==> src/rtl/joypad_matrix.sv <==
// Joypad board-side front end: 2-flop sync, per-key debounce, active-low nibble mux, falling-edge IRQ.
// Optional macro JOYPAD_SOCD_EN masks opposing direction pairs (both pressed reads as both released).
module joypad_matrix #(
  parameter int unsigned DEBOUNCE_CYCLES = 16'd50000,
  parameter int unsigned CNT_W           = 16
) (
  input  logic       clock,
  input  logic       reset,
  input  logic [7:0] buttons_raw,
  input  logic [1:0] button_sel,
  output logic [3:0] button_data,
  output logic       int_req,
  input  logic       int_ack
);

  localparam logic [CNT_W-1:0] CNT_LAST = CNT_W'(DEBOUNCE_CYCLES - 1);

  logic [7:0]       sync_a;
  logic [7:0]       synced;
  logic [7:0]       stable;
  logic [CNT_W-1:0] cnt [8];
  logic [3:0]       dir;
  logic [3:0]       act;
  logic [3:0]       eff_dir;
  logic [3:0]       next_data;
  logic [3:0]       prev_data;
  logic [3:0]       fall;

  always_ff @(posedge clock) begin
    if (reset) begin
      sync_a <= '0;
      synced <= '0;
    end else begin
      sync_a <= buttons_raw;
      synced <= sync_a;
    end
  end

  // Each key debounces independently; any sample agreeing with stable restarts its count.
  always_ff @(posedge clock) begin
    if (reset) begin
      stable <= '0;
      for (int unsigned i = 0; i < 8; i++) cnt[i] <= '0;
    end else begin
      for (int unsigned i = 0; i < 8; i++) begin
        if (synced[i] == stable[i]) begin
          cnt[i] <= '0;
        end else if (cnt[i] == CNT_LAST) begin
          stable[i] <= synced[i];
          cnt[i]    <= '0;
        end else begin
          cnt[i] <= cnt[i] + CNT_W'(1);
        end
      end
    end
  end

  always_comb begin
    dir = stable[3:0];
    act = stable[7:4];
`ifdef JOYPAD_SOCD_EN
    eff_dir = dir & ~{{2{dir[2] & dir[3]}}, {2{dir[0] & dir[1]}}};
`else
    eff_dir = dir;
`endif
    next_data = ~(({4{~button_sel[0]}} & eff_dir) | ({4{~button_sel[1]}} & act));
  end

  assign fall = prev_data & ~button_data;

  // Select changes that expose a held key also produce a falling edge here.
  always_ff @(posedge clock) begin
    if (reset) begin
      button_data <= '1;
      prev_data   <= '1;
      int_req     <= 1'b0;
    end else begin
      button_data <= next_data;
      prev_data   <= button_data;
      if (|fall)        int_req <= 1'b1;
      else if (int_ack) int_req <= 1'b0;
    end
  end

endmodule

==> config.mk <==
export PLATFORM = sky130hd
export DESIGN_NAME = joypad_matrix
export DESIGN_NICKNAME = d
export VERILOG_FILES = /design/src/rtl/joypad_matrix.sv
export SDC_FILE = /design/constraint.sdc
export NUM_CORES = 1
export LEC_CHECK = 0
export ABC_AREA = 0
export BUFFER_PORTS_ARGS = -buffer_cell sky130_fd_sc_hd__buf_2
export CORE_AREA = 3 3 146 148
export CTS_CLUSTER_SIZE = 40
export DETAILED_ROUTE_END_ITERATION = 8
export DIE_AREA = 0 0 149 151
export SYNTH_ARGS = -nofsm -noshare
export SYNTH_HDL_FRONTEND = slang
export SYNTH_SLANG_ARGS = --single-unit
==> constraint.sdc <==
create_clock -name clock -period 4.8 [get_ports clock]
set_input_delay 0.48 -clock clock [delete_from_list [all_inputs] [get_ports clock]]
set_output_delay 0.48 -clock clock [all_outputs]
set_load 0.005 [all_outputs]
==> results by group <==
Logic synthesis
  • Distinct cells, synth: 44
  • Sequential share of the synthesized area: 56.0%
  • Syn avg cell area: 10.6 um^2
  • Register bit total from synthesis: 161
  • Cell count after synthesis: 757
  • Ys async rst share: 0%
  • Synth Warn #: 0
  • EDFF count, synth: 128
  • Synth Flop Type: edfxtp_1
  • Post-synthesis cell area: 0.00804 mm^2

STA
  • RSZ-0062 raised after global routing: no
  • Fin. Hold Viols: 0
  • Slew Limit Fails: 0
  • Fmax: 405 MHz
  • Final setup TNS: 0 ns
  • Slew HR: 26.8%
  • Final Skew: 0.00713 ns
  • Final setup violation count: 0
  • Final worst path period share: 51.4%
  • Final min period: 2.47 ns
  • Worst-margin pin slew: 1.09 ns

Drt
  • WL final: 13.1 mm
  • DR DRC count: 0
  • Vias/cell: 4.51
  • Vias: 5352
  • Post-DR wirelength/cell: 11.0 um
  • Antenna viol nets, final: 0
  • Drt pass-1 iters: 4
  • Initial DRC count: 249

Critical path
  • Critical Path Source: cnt[1][12]
  • Crit path to: cnt[1][8]
  • CP arrival: 2.59 ns
  • CP max FO: 16
  • Cell mode on critical path: or3_1
  • Worst r2r dst: cnt[1][8]
  • Crit-path slowest cell: o21ai_1
  • Crit path buf inv count: 0
  • CP top delay family: simple AND/OR/NAND/NOR gates
  • CP Cell Sequence: or3_1 -> or3_1 -> o21ai_1 -> nor2_1
  • Stages on worst setup path: 4
  • Critical path launch point type: flop
  • Worst reg2reg startpoint: cnt[1][12]
  • Crit Path Category: flop to flop
  • Reg2Reg Setup Slack: 2.33 ns
  • Critical Path End Type: flop
  • Worst R2R Path Depth: 4
  • CP peak stage delay: 0.85 ns
  • Required time worst endpoint: 4.92 ns

Global route
  • Total track usage: 12.5%
  • Pin count of the biggest net entering global routing: 47
  • Initial antenna violation count: 1
  • Vias in the first global route: 5044
  • Global route total overflow: 0
  • Global-route wire length before repair: 23.1 mm

Die
  • Die height: 151 um
  • IO Count: 18
  • Site row count: 52
  • Die W: 149 um
  • Die Footprint: 0.0225 mm^2
  • Initial Util: 39.9%
  • Core ar.: 0.0202 mm^2

Cells and area
  • Final nets: 925
  • ANT cells: 0
  • Final Non-Filler Cells: 1187
  • Register area: 0.00450 mm^2
  • Share of post-route cells with drive strength above 1: 6.32%
  • Area Overhead vs Synth: 17.4%
  • Multi-input gate area: 0.00379 mm^2
  • Fill count: 1946

Min path
  • Hold Crit Class: input port to flop

Place
  • Placed Cells: 1155
  • RD Place Congestion: 0.755
  • PortBufs: 17
  • Placed wire-length estimate: 9.24 mm

Job
  • Max-Cap Viols: 0

Power and ir drop
  • Pwr per Cell Area: 321 mW/mm^2
  • Lkg Pwr: 3.21 nW
  • Worst IR drop on VDD: 252 uV

Clock tree
  • Worst-skew pair later-pin latency: 0.41 ns
  • Worst-path clk slew: 0.06 ns
  • Clock root buffer master: clkbuf_16
  • H-tree Lvls: 4
  • Num CTS Buffers: 17
  • # hold bufs at CTS: 0
  • Post-CTS Resized: 0
  • Clock buffer depth: 2
  • Postcts setup bufs: 0
  • CTS sink cnt: 161
  • CTS tree: done

Status
  • Status: completed
[synth_stat cells (5+ instances only)]
| cell | instances | area [um^2] |
|---|---|---|
| and3_1 | 8 | 50.1 |
| clkbuf_1 | 9 | 33.8 |
| nand4_1 | 30 | 188 |
| nand2b_1 | 7 | 43.8 |
| xor2_1 | 16 | 140 |
| nor2_1 | 145 | 544 |
| nor4_1 | 34 | 213 |
| a21oi_1 | 5 | 25.0 |
| nand2_1 | 31 | 116 |
| nor2b_1 | 16 | 100 |
| inv_1 | 38 | 143 |
| nor4b_1 | 6 | 52.6 |
| or3_1 | 9 | 56.3 |
| nor4bb_1 | 6 | 60.1 |
| nor3_1 | 31 | 155 |
| or2_2 | 7 | 43.8 |
| mux2i_1 | 5 | 50.1 |
| ha_1 | 8 | 100 |
| o21ai_0 | 5 | 25.0 |
| xnor2_1 | 100 | 876 |
| nand3_1 | 43 | 215 |
| edfxtp_1 | 128 | 3840 |
| dfxtp_1 | 33 | 661 |
[registers in the layout (all words and copies together), names as in the netlist]
register / flops
sync_a: 8
synced: 8
prev_data: 4
button_data: 4
int_req: 1
cnt: 128
stable: 8
[per-stage QoR]
stage / power [mW] / cell area (um^2) / util (%) / setup WS, ns / hold WS, ns
2_1_floorplan: 1.73 / 8520 / - / 2.66 / 0.414
6_report: 3.03 / 9440 / 46.8 / 2.33 / 0.278
3_5_place_dp: 1.76 / 8860 / 43.9 / 2.29 / 0.422
4_1_cts: 3.07 / 9440 / 46.8 / 2.28 / 0.249
5_1_grt: 3.16 / 9440 / 46.8 / 2.07 / 0.259
3_3_place_gp: 1.76 / 8860 / 43.9 / 2.36 / 0.419
[logic make-up (layout without fill, tap and decap cells)]
group / after synthesis / count (layout) / share of synthesized area (%)
AND/OR/NAND/NOR: 389 / 389 / 24.6
other: 1 / 128 / 0.0466
multiplexers: 5 / 5 / 0.623
buffers and inverters: 54 / 87 / 2.79
adder cells (fa/ha/maj): 8 / 8 / 1.25
XOR/XNOR: 116 / 116 / 12.6
flip-flops: 161 / 161 / 56.0
AO/OA/AOI/OAI: 23 / 23 / 2.01
[how the worst min path moves through the flow]
stage,endpoint,cells past startpoint,start,slack [ns]
after CTS,sync_a[7],2,buttons_raw[7],0.25
after global routing,sync_a[7],2,buttons_raw[7],0.26
after global placement,synced[6],1,sync_a[6],0.42
final,sync_a[1],2,buttons_raw[1],0.28
after floorplan,synced[0],1,sync_a[0],0.41
after detailed placement,synced[7],1,sync_a[7],0.42
[layout make-up]
class / instances / area share, %
Multi-Input combinational cell: 669 / 40.1
Inverter: 38 / 1.51
Clock buffer: 25 / 5.71
Tap cell: 270 / 3.58
Timing Repair Buffer: 17 / 0.901
Clock inverter: 7 / 0.437
Sequential cell: 161 / 47.7
[layout by cell type (no fill, tap or decap), types with 3 or more instances in the layout]
cell type / n
nand2_1: 31
buf_2: 17
ha_1: 8
nand4_1: 30
conb_1: 128
nand2b_1: 7
nand4b_1: 3
or2_2: 7
inv_1: 38
a21oi_1: 5
edfxtp_1: 128
mux2i_1: 5
nand3_1: 43
o21ai_0: 5
nor3_1: 31
xor2_1: 16
or4_1: 4
nor2b_1: 16
xnor2_1: 100
clkinv_2: 4
clkbuf_1: 3
and3_1: 8
o22ai_1: 4
or3_1: 9
nor4_1: 34
clkbuf_16: 20
dfxtp_1: 33
nor4b_1: 6
nor2_1: 145
nor4bb_1: 6
[per-layer routing]
| layer | GRT usage [%] | vias up | routed length (um) |
|---|---|---|---|
| met5 | 0 | - | 13 |
| met4 | 4.81 | 2 | 155 |
| met2 | 18.9 | 37 | 5910 |
| met3 | 2.66 | 13 | 340 |
| li1 | - | 2859 | - |
| met1 | 17.7 | 2441 | 6640 |
[power breakdown]
part           leakage (nW)  total [mW]  internal, mW  switching, mW
logic                  1.33       0.116        0.0502         0.0661
clock network         0.293        1.30         0.781          0.514
registers              1.59        1.61          1.56         0.0550
No activity file was read; power rests on OpenSTA's default activity.
